--- src/rtl/alu_pkg.sv ---
// rtl/alu_pkg.sv - shared ALU operation codes and execution-stage state encoding
package alu_pkg;

    localparam logic [3:0] ALU_OR  = 4'b0001;
    localparam logic [3:0] ALU_SLL = 4'b0010;
    localparam logic [3:0] ALU_ADD = 4'b0011;
    localparam logic [3:0] ALU_SUB = 4'b0100;
    localparam logic [3:0] ALU_SRL = 4'b0101;
    localparam logic [3:0] ALU_LUI = 4'b0110;
    localparam logic [3:0] ALU_AND = 4'b0111;
    localparam logic [3:0] ALU_NOR = 4'b1000;

    typedef enum logic [1:0] {
        ST_IDLE  = 2'd0,
        ST_SHIFT = 2'd1,
        ST_DONE  = 2'd2
    } alu_state_t;

    function automatic logic is_shift(input logic [3:0] op);
        return (op == ALU_SLL) || (op == ALU_SRL);
    endfunction

endpackage

--- src/rtl/alu_multicycle_if.sv ---
// rtl/alu_multicycle_if.sv - start/busy/done request and result bundle of the execution stage
interface alu_multicycle_if #(
    parameter int DATA_WIDTH  = 32,
    parameter int SHAMT_WIDTH = 5
);
    logic                   start_i;
    logic [3:0]             alu_operation_i;
    logic [DATA_WIDTH-1:0]  a_i;
    logic [DATA_WIDTH-1:0]  b_i;
    logic [SHAMT_WIDTH-1:0] shamt_i;
    logic                   busy_o;
    logic                   done_o;
    logic [DATA_WIDTH-1:0]  result_o;
    logic                   zero_o;
    logic                   illegal_o;

    modport master (
        output start_i, alu_operation_i, a_i, b_i, shamt_i,
        input  busy_o, done_o, result_o, zero_o, illegal_o
    );

    modport slave (
        input  start_i, alu_operation_i, a_i, b_i, shamt_i,
        output busy_o, done_o, result_o, zero_o, illegal_o
    );
endinterface

--- src/rtl/alu_serial_shifter.sv ---
// rtl/alu_serial_shifter.sv - one-bit-per-cycle shift register with down-counter
module alu_serial_shifter #(
    parameter int DATA_WIDTH  = 32,
    parameter int SHAMT_WIDTH = 5
) (
    input  logic                   clk,
    input  logic                   reset,
    input  logic                   load,
    input  logic                   dir,
    input  logic [DATA_WIDTH-1:0]  data,
    input  logic [SHAMT_WIDTH-1:0] amount,
    output logic [DATA_WIDTH-1:0]  data_out,
    output logic                   last
);
    logic [DATA_WIDTH-1:0]  r_data;
    logic [SHAMT_WIDTH-1:0] r_cnt;
    logic                   r_dir;
    logic [DATA_WIDTH-1:0]  w_next;

    // dir = 1 shifts right with zero fill; direction is latched at load
    assign w_next = r_dir ? (r_data >> 1) : (r_data << 1);

    always_ff @(posedge clk or negedge reset) begin
        if (!reset) begin
            r_data <= '0;
            r_cnt  <= '0;
            r_dir  <= 1'b0;
        end else if (load) begin
            r_data <= data;
            r_cnt  <= amount;
            r_dir  <= dir;
        end else if (r_cnt != '0) begin
            r_data <= w_next;
            r_cnt  <= r_cnt - SHAMT_WIDTH'(1);
        end
    end

    // data_out is the value the register takes on this edge, so the final
    // shift result can be captured on the same edge that clears the counter
    assign data_out = w_next;
    assign last     = (r_cnt == SHAMT_WIDTH'(1));

endmodule

--- src/rtl/alu_multicycle.sv ---
// rtl/alu_multicycle.sv - execution stage with single-cycle logic/arith ops and serial shifts
module alu_multicycle
    import alu_pkg::*;
#(
    parameter int DATA_WIDTH  = 32,
    parameter int SHAMT_WIDTH = 5
) (
    input  logic               clk,
    input  logic               reset,
    alu_multicycle_if.slave    bus
);
    alu_state_t            r_state;
    logic                  r_busy;
    logic                  r_done;
    logic [DATA_WIDTH-1:0] r_result;
    logic                  r_zero;
    logic                  r_illegal;

    logic [DATA_WIDTH-1:0] w_result;
    logic                  w_illegal;
    logic                  w_load;
    logic                  w_dir;
    logic [DATA_WIDTH-1:0] w_sh_data;
    logic                  w_sh_last;

    // shift codes evaluate to b here; that is the answer only for shamt 0
    always_comb begin
        w_result  = '0;
        w_illegal = 1'b0;
        case (bus.alu_operation_i)
            ALU_OR:           w_result = bus.a_i | bus.b_i;
            ALU_ADD:          w_result = bus.a_i + bus.b_i;
            ALU_SUB:          w_result = bus.a_i - bus.b_i;
            ALU_LUI:          w_result = {bus.b_i[15:0], {(DATA_WIDTH-16){1'b0}}};
            ALU_AND:          w_result = bus.a_i & bus.b_i;
            ALU_NOR:          w_result = ~(bus.a_i | bus.b_i);
            ALU_SLL, ALU_SRL: w_result = bus.b_i;
            default:          w_illegal = 1'b1;
        endcase
    end

    assign w_load = (r_state == ST_IDLE) && bus.start_i
                    && is_shift(bus.alu_operation_i) && (bus.shamt_i != '0);
    assign w_dir  = (bus.alu_operation_i == ALU_SRL);

    alu_serial_shifter #(
        .DATA_WIDTH  (DATA_WIDTH),
        .SHAMT_WIDTH (SHAMT_WIDTH)
    ) u_shifter (
        .clk      (clk),
        .reset    (reset),
        .load     (w_load),
        .dir      (w_dir),
        .data     (bus.b_i),
        .amount   (bus.shamt_i),
        .data_out (w_sh_data),
        .last     (w_sh_last)
    );

    always_ff @(posedge clk or negedge reset) begin
        if (!reset) begin
            r_state   <= ST_IDLE;
            r_busy    <= 1'b0;
            r_done    <= 1'b0;
            r_result  <= '0;
            r_zero    <= 1'b1;
            r_illegal <= 1'b0;
        end else begin
            case (r_state)
                ST_IDLE: begin
                    r_done <= 1'b0;
                    if (bus.start_i) begin
                        r_busy    <= 1'b1;
                        r_illegal <= w_illegal;
                        if (w_load) begin
                            r_state <= ST_SHIFT;
                        end else begin
                            r_result <= w_result;
                            r_zero   <= (w_result == '0);
                            r_done   <= 1'b1;
                            r_state  <= ST_DONE;
                        end
                    end
                end
                ST_SHIFT: begin
                    if (w_sh_last) begin
                        r_result <= w_sh_data;
                        r_zero   <= (w_sh_data == '0);
                        r_done   <= 1'b1;
                        r_state  <= ST_DONE;
                    end
                end
                ST_DONE: begin
                    r_done  <= 1'b0;
                    r_busy  <= 1'b0;
                    r_state <= ST_IDLE;
                end
                default: begin
                    r_done  <= 1'b0;
                    r_busy  <= 1'b0;
                    r_state <= ST_IDLE;
                end
            endcase
        end
    end

    assign bus.busy_o    = r_busy;
    assign bus.done_o    = r_done;
    assign bus.result_o  = r_result;
    assign bus.zero_o    = r_zero;
    assign bus.illegal_o = r_illegal;

endmodule

--- src/flat_wrapper.sv ---
// flat-port wrapper written by rule: the top's interface ports become plain ports
module alu_multicycle_flat import alu_pkg::*;
#(
    parameter int DATA_WIDTH  = 32,
    parameter int SHAMT_WIDTH = 5
)
  (clk, reset, bus_start_i, bus_alu_operation_i, bus_a_i, bus_b_i, bus_shamt_i, bus_busy_o, bus_done_o, bus_result_o, bus_zero_o, bus_illegal_o);
  alu_multicycle_if #(.DATA_WIDTH(DATA_WIDTH), .SHAMT_WIDTH(SHAMT_WIDTH)) bus_i ();
  input  logic clk;
  input  logic reset;
  input wire logic [$bits(bus_i.start_i)-1:0] bus_start_i;
  input wire logic [$bits(bus_i.alu_operation_i)-1:0] bus_alu_operation_i;
  input wire logic [$bits(bus_i.a_i)-1:0] bus_a_i;
  input wire logic [$bits(bus_i.b_i)-1:0] bus_b_i;
  input wire logic [$bits(bus_i.shamt_i)-1:0] bus_shamt_i;
  output wire logic [$bits(bus_i.busy_o)-1:0] bus_busy_o;
  output wire logic [$bits(bus_i.done_o)-1:0] bus_done_o;
  output wire logic [$bits(bus_i.result_o)-1:0] bus_result_o;
  output wire logic [$bits(bus_i.zero_o)-1:0] bus_zero_o;
  output wire logic [$bits(bus_i.illegal_o)-1:0] bus_illegal_o;
  assign bus_i.start_i = bus_start_i;
  assign bus_i.alu_operation_i = bus_alu_operation_i;
  assign bus_i.a_i = bus_a_i;
  assign bus_i.b_i = bus_b_i;
  assign bus_i.shamt_i = bus_shamt_i;
  assign bus_busy_o = bus_i.busy_o;
  assign bus_done_o = bus_i.done_o;
  assign bus_result_o = bus_i.result_o;
  assign bus_zero_o = bus_i.zero_o;
  assign bus_illegal_o = bus_i.illegal_o;
  alu_multicycle #(.DATA_WIDTH(DATA_WIDTH), .SHAMT_WIDTH(SHAMT_WIDTH)) u_core (.clk(clk), .reset(reset), .bus(bus_i));
endmodule
--- config.mk ---
export PLATFORM = sky130hd
export DESIGN_NAME = alu_multicycle_flat
export DESIGN_NICKNAME = d
export VERILOG_FILES = /design/src/rtl/alu_pkg.sv /design/src/rtl/alu_multicycle_if.sv /design/src/rtl/alu_serial_shifter.sv /design/src/rtl/alu_multicycle.sv /design/src/flat_wrapper.sv
export SDC_FILE = /design/constraint.sdc
export NUM_CORES = 1
export LEC_CHECK = 0
export BUFFER_PORTS_ARGS = -buffer_cell sky130_fd_sc_hd__buf_2
export CAP_MARGIN = 20
export CELL_PAD_IN_SITES_DETAIL_PLACEMENT = 0
export CELL_PAD_IN_SITES_GLOBAL_PLACEMENT = 2
export CORE_ASPECT_RATIO = 0.7
export CORE_MARGIN = 2
export CORE_UTILIZATION = 32
export CTS_CLUSTER_DIAMETER = 80
export DETAILED_ROUTE_END_ITERATION = 8
export GPL_TIMING_DRIVEN = 0
export PLACE_DENSITY = 0.81
export SETUP_SLACK_MARGIN = 0.15
export SYNTH_ARGS = -nofsm -noshare
export SYNTH_HDL_FRONTEND = slang
export SYNTH_HIERARCHICAL = 1
export SYNTH_SLANG_ARGS = --single-unit
--- constraint.sdc ---
create_clock -name clk -period 2.2 [get_ports clk]
set_clock_uncertainty 0.05 [all_clocks]
set_input_delay 0.11 -clock clk [delete_from_list [all_inputs] [get_ports clk]]
set_output_delay 0.11 -clock clk [all_outputs]
set_load 0.02 [all_outputs]
==> key figures <==
Worst setup path
  – WS Path Type: primary input to register
  – Worst path bufs/invs: 4
  – WP data required: roughly 2.4 ns
  – Crit-path slowest cell: or4b_4
  – FF-to-FF setup slack: -0.90 ns
  – Startpoint types: primary input
  – CP Data Arrival Time: approximately 4.3 ns
  – CP Max Fanout: 4
  – Crit-path leading delay family: simple AND/OR/NAND/NOR gates
  – Crit-path cells: buf_8 > buf_8 > or4_4 > or3_4 > or3_4 > buf_6 > o31ai_4 > xor2_1 > ha_1 > clkbuf_8 > a21o_1 > a21o_1 > a21oi_2 > o31a_1 > a21oi_4 > xnor2_4 > o221ai_4 > or4b_4 > o31ai_2
  – CP peak stage delay: approximately 0.55 ns
  – CP endpoint kind: register

Synth
  – Yosys reg bits: 76
  – Register area share after synthesis: about 23%
  – Cells after synthesis: 1063
  – Synth area leaders: dfrtp_1, mux2i_1, a21oi_1
  – Synth top area share: between 20 and 25%
  – Synthesized area per cell: ~7.8 sq um
  – Dominant cell type by area after synthesis: dfrtp_1
  – Syn Nets: around 1200
  – Post-synth EDFFs: 0
  – Ys async rst share: between 90% and 100%
  – Syn Std Cell Area: 8317 sq um
  – Most used DFF post-synth: dfrtp_1
  – Ys Warns: 6
  – Post-synth cell types: 87

Floorplan
  – Initial core utilization: ~32%
  – Die X: roughly 200 um
  – Die H: ~140 um
  – Placement Rows: a little under 50
  – Core area: around 26000 sq um
  – Io pins: roughly 110
  – Die Footprint: roughly 27000 sq um

Route
  – Vias per cell: approximately 5.9
  – Vias: 9617
  – DR pass1 iterations: 5
  – Final ANT Viol Nets: 0
  – Final WL: ~38000 um
  – DRC Markers: 0
  – Detailed Route Iter0 Violations: between 1000 and 1500
  – WL/cell: roughly 24 um

Timing
  – Hold WS: -0.0004590 ns
  – Shortest period the worst path allows: between 4 and 5 ns
  – FMAX: roughly 0.24 GHz
  – Endpoints failing setup: 30
  – Max transition margin: between 20% and 30%
  – Final WS setup: -1.941 ns
  – Period utilisation layout: 188.2%
  – Final Slew Violations: 0
  – Final Hold Viols: 1
  – Setup repair after global routing missed its margin: true
  – Slew @ Worst Pin: about 1.1 ns

Placement
  – RePlAce Congestion: 0.9343
  – Placed Cells: 1503
  – IO buf count: roughly 110
  – Final HPWL DP: around 29000 um
  – Placed Area: between 9000 and 10000 sq um

Global route
  – Total Routing Usage GR: between 20 and 30%
  – Antenna violations before repair: 0
  – Global-route wire length before repair: ~56000 um
  – Vias in the first global route: ~8900
  – Maximum number of pins on one net before global-route repair: 59
  – GR Overflow Total: 0

Layout
  – Multi-input logic area: between 7000 and 8000 sq um
  – Post-route cell area: around 12000 sq um
  – Final nets: roughly 1400
  – Commonest non-fill, non-tap cell in the layout: buf_2
  – Layout cells sized above 1: between 30% and 40%
  – Reg area: approximately 1900 sq um
  – Most frequent cells in the layout: buf_2, nand2_1, buf_4
  – Ant. Diodes: 0
  – Filler Cells Inserted: about 2500
  – Post-Layout Cell Count: 1629
  – P&R area growth vs syn: 46.56%

CTS
  – Clock Latency Late Sink: 0.34 ns
  – CTS tree: yes
  – Clock Tree Root: clkbuf_16
  – Sink Count: between 70 and 80
  – Clock buffer depth: 2
  – H-tree depth: 3
  – Clk slew on worst S/H paths: roughly 0.060 ns
  – CTS Buf Count: 9

Flow run
  – MaxCap Viol Count: 0

Power and ir drop
  – Flop pwr share: 26.6%
  – Worst vdd ir: 444.2 uV
  – Switch share: a little over two fifths
  – Power Internal: 5.060 mW
  – Static Leak: around 5.4 nW
  – Pwr Density: ~740 nW/um^2
  – Clk pwr share: 15.3%
  – Combinational share of power: between 50% and 60%
  – Sw power: around 3.9 mW

Outcome
  – Status: complete, but fails checks
  – Failing checks: hold timing, setup timing

Hold path
  – Hold/Removal Path Class: primary input to register
[timing repair]
| item | 4_1_cts | 5_1_grt |
|---|---|---|
| pin swaps | 83 | 80 |
| hold endpoints to repair | 91 | 0 |
| setup endpoints to repair | 72 | 69 |
| buffers inserted | 64 | 32 |
| hold buffers | 17 | 0 |
| resized for setup | 204 | 113 |
[Yosys cell counts, drive strengths merged (9+ instances only)]
library cell and instances:
and2 11, ha 36, clkbuf 61, nor3 18, mux2i 49, a211oi 15, o31ai 23, nand2 105
nor2b 11, buf 24, nand4 15, dfrtp 75, xor2 20, xnor2 27, a21oi 97, a22oi 10
o21ai 99, or3 9, mux2 36, o21a 9, nand3 16, inv 20, o211ai 11, nor4 13
nor2 86, a21o 27
[worst paths after layout]
path / start / endpoint / depth (start not counted)
worst max-delay path: bus_b_i[12] / u_core/bus.zero_o / 19
worst min-delay path: bus_b_i[26] / u_core/u_shifter/r_data[26] / 3
worst max register to register: u_core/u_shifter/r_dir / u_core/bus.zero_o / 8
worst min register to register: u_core/bus.result_o[0] / u_core/bus.result_o[0] / 1
max in group asynchronous: reset / u_core/bus.zero_o / 3
min in group asynchronous: reset / u_core/u_shifter/r_data[8] / 2
[cell type report]
type / instances / share of cell area, %
well taps: 331 / 3.398
repair buffers: 222 / 13.18
plain buffers: 83 / 5.666
clock buffers: 13 / 2.135
clock inverters: 2 / 0.08212
multi-input cells: 882 / 59.31
inverters: 20 / 0.6159
flip-flops and latches: 76 / 15.61
[sequential cells by signal, indices dropped and copies added, names as in the netlist]
register and flops:
u_core/r_state 2, u_core/bus.busy_o 1, u_core/u_shifter/r_dir 1, u_core/bus.result_o 32, u_core/u_shifter/r_data 32, u_core/u_shifter/r_cnt 5
u_core/bus.done_o 1, u_core/bus.illegal_o 1, u_core/bus.zero_o 1
[routing by layer]
metal,vias to the layer above,global-route usage (%),wire (um)
li1,4426,-,-
met1,4742,41.30,18350
met2,423,38.00,16170
met3,26,7.855,3400
met4,0,4.986,495
met5,-,0,0
[through the flow]
step	power, mW	utilization [%]	TNS [ns]	worst slack, ns
2_1_floorplan	5.285	-	-27.31	-1.857
3_3_place_gp	6.656	37.69	-92.83	-3.036
3_5_place_dp	6.694	37.82	-88.74	-3.007
4_1_cts	8.633	45.00	-31.95	-2.046
5_1_grt	9.510	47.56	-35.08	-2.043
6_report	9.005	47.56	-32.28	-1.941
[worst min-delay path, stage by stage]
cell and delay, ns:
buf_2 0.10, nand2_1 0.06, o21ai_1 0.07
[kinds of logic after synthesis]
| group | count (synthesis) | synth area share, % |
|---|---|---|
| XOR/XNOR | 47 | 5.040 |
| flip-flops | 76 | 22.88 |
| buffers and inverters | 105 | 5.747 |
| multiplexers | 85 | 10.77 |
| AO/OA/AOI/OAI | 383 | 30.40 |
| AND/OR/NAND/NOR | 330 | 19.50 |
| adder cells (fa/ha/maj) | 37 | 5.657 |
[power by group through the flow]
stage	clock network [mW]	logic [mW]	registers [mW]
floorplan	0	2.58	2.70
CTS	1.41	4.84	2.39
detailed placement	0	4.30	2.39
global route	1.47	5.57	2.47
finish	1.38	5.23	2.40
global placement	0	4.26	2.40
(Power assumes the default switching activity.)
